### src/rtl/mv_avg_level_detect.sv
// mv_avg_level_detect
//   Magnitude estimate and debounced level detector for the averaged I/Q pair.
//   Magnitude uses alpha-max-beta-min (max + min/2) over a 2-stage pipeline.
//   A hysteresis/hold FSM turns it into a signal-present level plus
//   one-cycle rise/fall event pulses.
//
// Ports:
//   clk, rstn          clock (rising edge), asynchronous active-low reset
//   data_in0/1         signed averaged I / Q samples
//   data_in_valid      sample strobe, may be sparse or back-to-back
//   thresh_high/low    rise threshold (>=) / fall threshold (<), unsigned
//   rise_hold/fall_hold consecutive qualifying samples to assert/deassert
//   mag_out, mag_valid magnitude estimate and its strobe
//   level_det          debounced signal-present level
//   rise_pulse/fall_pulse one-cycle pulses on level_det edges
module mv_avg_level_detect #(
    parameter int unsigned DATA_WIDTH  = 16,
    parameter int unsigned COUNT_WIDTH = 16
) (
    input  logic                          clk,
    input  logic                          rstn,
    input  logic signed [DATA_WIDTH-1:0]  data_in0,
    input  logic signed [DATA_WIDTH-1:0]  data_in1,
    input  logic                          data_in_valid,
    input  logic        [DATA_WIDTH:0]    thresh_high,
    input  logic        [DATA_WIDTH:0]    thresh_low,
    input  logic        [COUNT_WIDTH-1:0] rise_hold,
    input  logic        [COUNT_WIDTH-1:0] fall_hold,
    output logic        [DATA_WIDTH:0]    mag_out,
    output logic                          mag_valid,
    output logic                          level_det,
    output logic                          rise_pulse,
    output logic                          fall_pulse
);

    localparam int unsigned MagWidth = DATA_WIDTH + 1;

    typedef enum logic [1:0] {StIdle, StRise, StActive, StFall} state_e;

    // Stage 1: absolute values. Negating the most negative code wraps to
    // 2^(DATA_WIDTH-1), which is the correct unsigned magnitude.
    logic [DATA_WIDTH-1:0] abs0, abs1;
    logic [DATA_WIDTH-1:0] a0_q, a1_q;
    logic                  s1_valid_q;

    assign abs0 = data_in0[DATA_WIDTH-1] ? $unsigned(-data_in0) : $unsigned(data_in0);
    assign abs1 = data_in1[DATA_WIDTH-1] ? $unsigned(-data_in1) : $unsigned(data_in1);

    always_ff @(posedge clk or negedge rstn) begin
        if (!rstn) begin
            a0_q       <= '0;
            a1_q       <= '0;
            s1_valid_q <= 1'b0;
        end else begin
            s1_valid_q <= data_in_valid;
            if (data_in_valid) begin
                a0_q <= abs0;
                a1_q <= abs1;
            end
        end
    end

    // Stage 2: max + min/2; result fits MagWidth bits without overflow.
    logic [DATA_WIDTH-1:0] mx, mn;
    logic [DATA_WIDTH:0]   mag_d;
    logic [DATA_WIDTH:0]   mag_q;
    logic                  mag_valid_q;

    always_comb begin
        mx = a0_q;
        mn = a1_q;
        if (a1_q > a0_q) begin
            mx = a1_q;
            mn = a0_q;
        end
        mag_d = MagWidth'(mx) + MagWidth'(mn >> 1);
    end

    always_ff @(posedge clk or negedge rstn) begin
        if (!rstn) begin
            mag_q       <= '0;
            mag_valid_q <= 1'b0;
        end else begin
            mag_valid_q <= s1_valid_q;
            if (s1_valid_q) begin
                mag_q <= mag_d;
            end
        end
    end

    assign mag_out   = mag_q;
    assign mag_valid = mag_valid_q;

    // Hysteresis/hold FSM, evaluated only on mag_valid cycles.
    state_e                 state_q, state_d;
    logic [COUNT_WIDTH-1:0] cnt_q, cnt_d;
    logic [COUNT_WIDTH-1:0] hr, hf;
    logic [COUNT_WIDTH-1:0] cnt_sat_inc;
    logic [COUNT_WIDTH:0]   cnt_next;
    logic                   qual_hi, qual_lo;
    logic                   rise_done, fall_done;
    logic                   level_q, rise_q, fall_q;
    logic                   level_d, rise_d, fall_d;

    assign hr          = (rise_hold == '0) ? COUNT_WIDTH'(1) : rise_hold;
    assign hf          = (fall_hold == '0) ? COUNT_WIDTH'(1) : fall_hold;
    assign qual_hi     = (mag_q >= thresh_high);
    assign qual_lo     = (mag_q < thresh_low);
    assign cnt_next    = {1'b0, cnt_q} + (COUNT_WIDTH + 1)'(1);
    assign cnt_sat_inc = (&cnt_q) ? cnt_q : cnt_q + COUNT_WIDTH'(1);
    // >= so a hold shortened below the current count completes next sample.
    assign rise_done   = (cnt_next >= {1'b0, hr});
    assign fall_done   = (cnt_next >= {1'b0, hf});

    always_comb begin
        state_d = state_q;
        cnt_d   = cnt_q;
        rise_d  = 1'b0;
        fall_d  = 1'b0;
        if (mag_valid_q) begin
            unique case (state_q)
                StIdle: begin
                    if (qual_hi) begin
                        if (hr == COUNT_WIDTH'(1)) begin
                            state_d = StActive;
                            rise_d  = 1'b1;
                        end else begin
                            state_d = StRise;
                            cnt_d   = COUNT_WIDTH'(1);
                        end
                    end
                end
                StRise: begin
                    if (!qual_hi) begin
                        state_d = StIdle;
                        cnt_d   = '0;
                    end else if (rise_done) begin
                        state_d = StActive;
                        rise_d  = 1'b1;
                        cnt_d   = '0;
                    end else begin
                        cnt_d = cnt_sat_inc;
                    end
                end
                StActive: begin
                    if (qual_lo) begin
                        if (hf == COUNT_WIDTH'(1)) begin
                            state_d = StIdle;
                            fall_d  = 1'b1;
                        end else begin
                            state_d = StFall;
                            cnt_d   = COUNT_WIDTH'(1);
                        end
                    end
                end
                StFall: begin
                    if (!qual_lo) begin
                        state_d = StActive;
                        cnt_d   = '0;
                    end else if (fall_done) begin
                        state_d = StIdle;
                        fall_d  = 1'b1;
                        cnt_d   = '0;
                    end else begin
                        cnt_d = cnt_sat_inc;
                    end
                end
                default: begin
                    state_d = StIdle;
                    cnt_d   = '0;
                end
            endcase
        end
        level_d = (state_d == StActive) || (state_d == StFall);
    end

    always_ff @(posedge clk or negedge rstn) begin
        if (!rstn) begin
            state_q <= StIdle;
            cnt_q   <= '0;
            level_q <= 1'b0;
            rise_q  <= 1'b0;
            fall_q  <= 1'b0;
        end else begin
            state_q <= state_d;
            cnt_q   <= cnt_d;
            level_q <= level_d;
            rise_q  <= rise_d;
            fall_q  <= fall_d;
        end
    end

    assign level_det  = level_q;
    assign rise_pulse = rise_q;
    assign fall_pulse = fall_q;

endmodule

### config.mk
export PLATFORM = sky130hd
export DESIGN_NAME = mv_avg_level_detect
export DESIGN_NICKNAME = d
export VERILOG_FILES = /design/src/rtl/mv_avg_level_detect.sv
export SDC_FILE = /design/constraint.sdc
export NUM_CORES = 1
export LEC_CHECK = 0
export ABC_AREA = 1
export BUFFER_PORTS_ARGS = -buffer_cell sky130_fd_sc_hd__buf_2
export CAP_MARGIN = 20
export CORE_MARGIN = 2
export CORE_UTILIZATION = 45
export CTS_CLUSTER_SIZE = 30
export DETAILED_ROUTE_END_ITERATION = 16
export PLACE_DENSITY = 0.66
export SLEW_MARGIN = 30
export SYNTH_ARGS = -nofsm -noshare
export SYNTH_HDL_FRONTEND = slang
export SYNTH_SLANG_ARGS = --single-unit
### constraint.sdc
create_clock -name clk -period 6.19 [get_ports clk]
set_input_delay 0.3095 -clock clk [delete_from_list [all_inputs] [get_ports clk]]
set_output_delay 0.3095 -clock clk [all_outputs]
set_load 0.02 [all_outputs]
==> metrics.txt <==
Post-Route WL 17100 um; Post-synth EDFFs 0; CTS tree built; Congestion Overflow GR 0; status finished, final reports clean; Seq/Total Area, Yosys 0.246; largest net degree at the start of global routing 73; proportion of layout cells with a drive suffix above 1 0.137; Storage cell area approximately 0.0018 mm^2; synth cell count leaders 315 x nand2_1, 182 x inv_1, 108 x nor2_1; Netlist cell types between 40 and 50; CP max stage delay approximately 0.44 ns; Pleak 0.00487 uW; Post-Route Setup TNS 0 ns; Clock power frac 0.204; total CTS buffers 9; Internal between 1000 and 1500 uW; footprint of the multi-input gates 0.00472 mm^2; Root Buffer clkbuf_16; count leader, synth nand2_1; DRC Markers 0; Worst Path Buf+Inv 5; # rows 46; Final Setup Violations 0; synthesis-stage register bit count between 70 and 80; min-delay worst type in -> async; Sw Ratio 0.455; Worst EP arrival between 4 and 5 ns; Post-Synth Adder-Cell Area 0.172; Post-Syn Nets around 1300; Max Clk Rate between 200 and 250 MHz; full die area 0.0173 mm^2; post-DP HPWL 14000 um; Clock Latency Late Sink 0.34 ns; Worst Clk Skew 0.00847 ns; Hold Buf Count CTS 0; switching power 1100 uW; gpl congestion around 0.86; Post-Synthesis Cells 1110; top_reg_cell synth dfrtp_1; Flop pwr share 0.276; fin crit share 0.658; worst reg-to-reg setup slack between 2 and 2.5 ns; Top Ports roughly 120; Post-Synth Simple-Gate Area 0.306; Final Hold Vio Count 0; Routed wire per std cell 11.9 um; post-synth top area share 0.246; CTS Sinks 72; vias per cell about 4.8; vias in the first global route about 6400; Cell Count Post-Placement 1428; WP data required 6.47 ns; # diodes 0; largest family of logic cells by synthesized area simple AND/OR/NAND/NOR gates; Core Box Area between 0.015 and 0.02 mm^2; post-synthesis mux area share 0; total number of vias 6946; Worst R2R End mag_out[10]; RSZ-0062 raised after global routing no; combinational share of power 0.519; Yosys top cell by area dfrtp_1; max_cap viols 0; Synth Area per Inst between 6 and 7 um^2; Pwr Density 288 mW/mm^2; Worst Tran Pin Value ~0.68 ns; Max IR drop VDD 170 uV; setup bufs post-CTS 0; Filler cells about 1700; post-cts gate resize count 0; Clock Tree Buf Depth 2; synth top area cells dfrtp_1 25%, ha_1 17%, nand2_1 16%; slew margin rel. 0.548; nature of the critical path startpoint flip-flop; Die H 132 um; delay-heaviest family, CP simple AND/OR/NAND/NOR gates; Port Buffer Count 121; Starting DRT DRC Count 400; Compound-Gate Fraction of Synth Area 0.124; Chip Width 132 um; R2R Path Start a0_q[3]; fin crit period 4.07 ns; mapped cell area 0.00732 mm^2; H-tree levels 3; Post-Layout Cell Count 1444; CP most frequent cell nand2_1; Tot GR Track Use 0.206; Clk pin slew, worst setup/hold paths 0.06 ns; Worst setup EP type flip-flop; first-pass GRT wire length 29800 um; Area growth syn-to-layout 14.7%; final antenna-violating net count 0; Post-Synth XOR/XNOR Area 0.0419; initial antenna violation count 0; Synth warnings 0; Reg2Reg Depth 25; number of nets in the layout 1424; kind of critical path reg -> reg; Initial Utilization 0.461; Max Fanout on Critical Path 38; Max stage delay cell, worst path nand2_2; Synth async-reset ratio 1.00; First-pass DRT Iterations 5; max-slew violations 0
==> flip-flops by register name, indices dropped and copies added (netlist names) <==
register,count
s1_valid_q,1
fall_pulse,1
mag_out,17
cnt_q,16
rise_pulse,1
mag_valid,1
a1_q,16
level_det,1
a0_q,16
state_q,2
==> layer usage <==
layer	GRT usage	routed length [um]	vias to the layer above
li1	-	-	3778
met1	0.311	9120	3003
met2	0.307	7070	150
met3	0.0212	709	15
met4	0.0622	242	0
met5	0	0	-
==> power by group through the flow <==
| stage | clock network, uW | registers, uW | logic, uW |
|---|---|---|---|
| after global placement | 0 | 673 | 1240 |
| final | 494 | 668 | 1250 |
| after detailed placement | 0 | 677 | 1260 |
| after floorplan | 0 | 711 | 903 |
| after CTS | 507 | 669 | 1260 |
| after global routing | 526 | 684 | 1460 |
==> metrics by stage <==
step | utilization | hold slack (ns) | power, uW | setup slack [ns] | cell area (um^2)
after floorplan | - | 0.0139 | 1610 | 2.85 | 7320
after global placement | 0.510 | 0.465 | 1910 | 1.95 | 8110
after detailed placement | 0.510 | 0.469 | 1930 | 1.79 | 8110
after CTS | 0.528 | 0.182 | 2440 | 1.76 | 8390
after global routing | 0.529 | 0.144 | 2670 | 1.61 | 8400
final | 0.529 | 0.0510 | 2420 | 2.12 | 8400
==> worst max path at each step <==
stage / start / end / slack, ns / depth (start not counted)
floorplan: a1_q[15] / mag_out[10] / 2.85 / 23
global placement: a1_q[3] / mag_out[10] / 1.95 / 22
detailed placement: a0_q[1] / mag_out[10] / 1.79 / 25
CTS: a0_q[1] / mag_out[10] / 1.76 / 25
global route: a0_q[3] / mag_out[10] / 1.61 / 25
finish: a0_q[3] / mag_out[10] / 2.12 / 25
==> layout by cell type, fill, tap and decap left out, types with 6 or more instances in the layout <==
| cell type | n |
|---|---|
| o21ai_0 | 79 |
| inv_1 | 182 |
| clkbuf_16 | 9 |
| xnor2_1 | 12 |
| ha_1 | 99 |
| nand2_1 | 314 |
| nand3_2 | 10 |
| a21oi_1 | 61 |
| buf_2 | 121 |
| nand4_1 | 9 |
| nor3_1 | 13 |
| xor2_1 | 23 |
| nor2_1 | 108 |
| dfrtp_1 | 72 |
| nor2_2 | 6 |
| nand3_1 | 46 |
==> logic make-up after synthesis <==
kind of cell	after synthesis
xor gates and xnor gates	35
and+or+nand+nor	527
DFF	72
AOI/OAI and AO/OA	169
adders and majority gates	100
buffers and inverters	207
==> cell type report <==
cell class	instances	area share
clock buffer	10	0.0285
clock inverter	6	0.00507
inverter	185	0.0827
multi-input combinational	831	0.562
sequential	72	0.215
tap	216	0.0322
timing repair buffer	124	0.0752
Note: power is estimated with default switching activity, not from simulation.
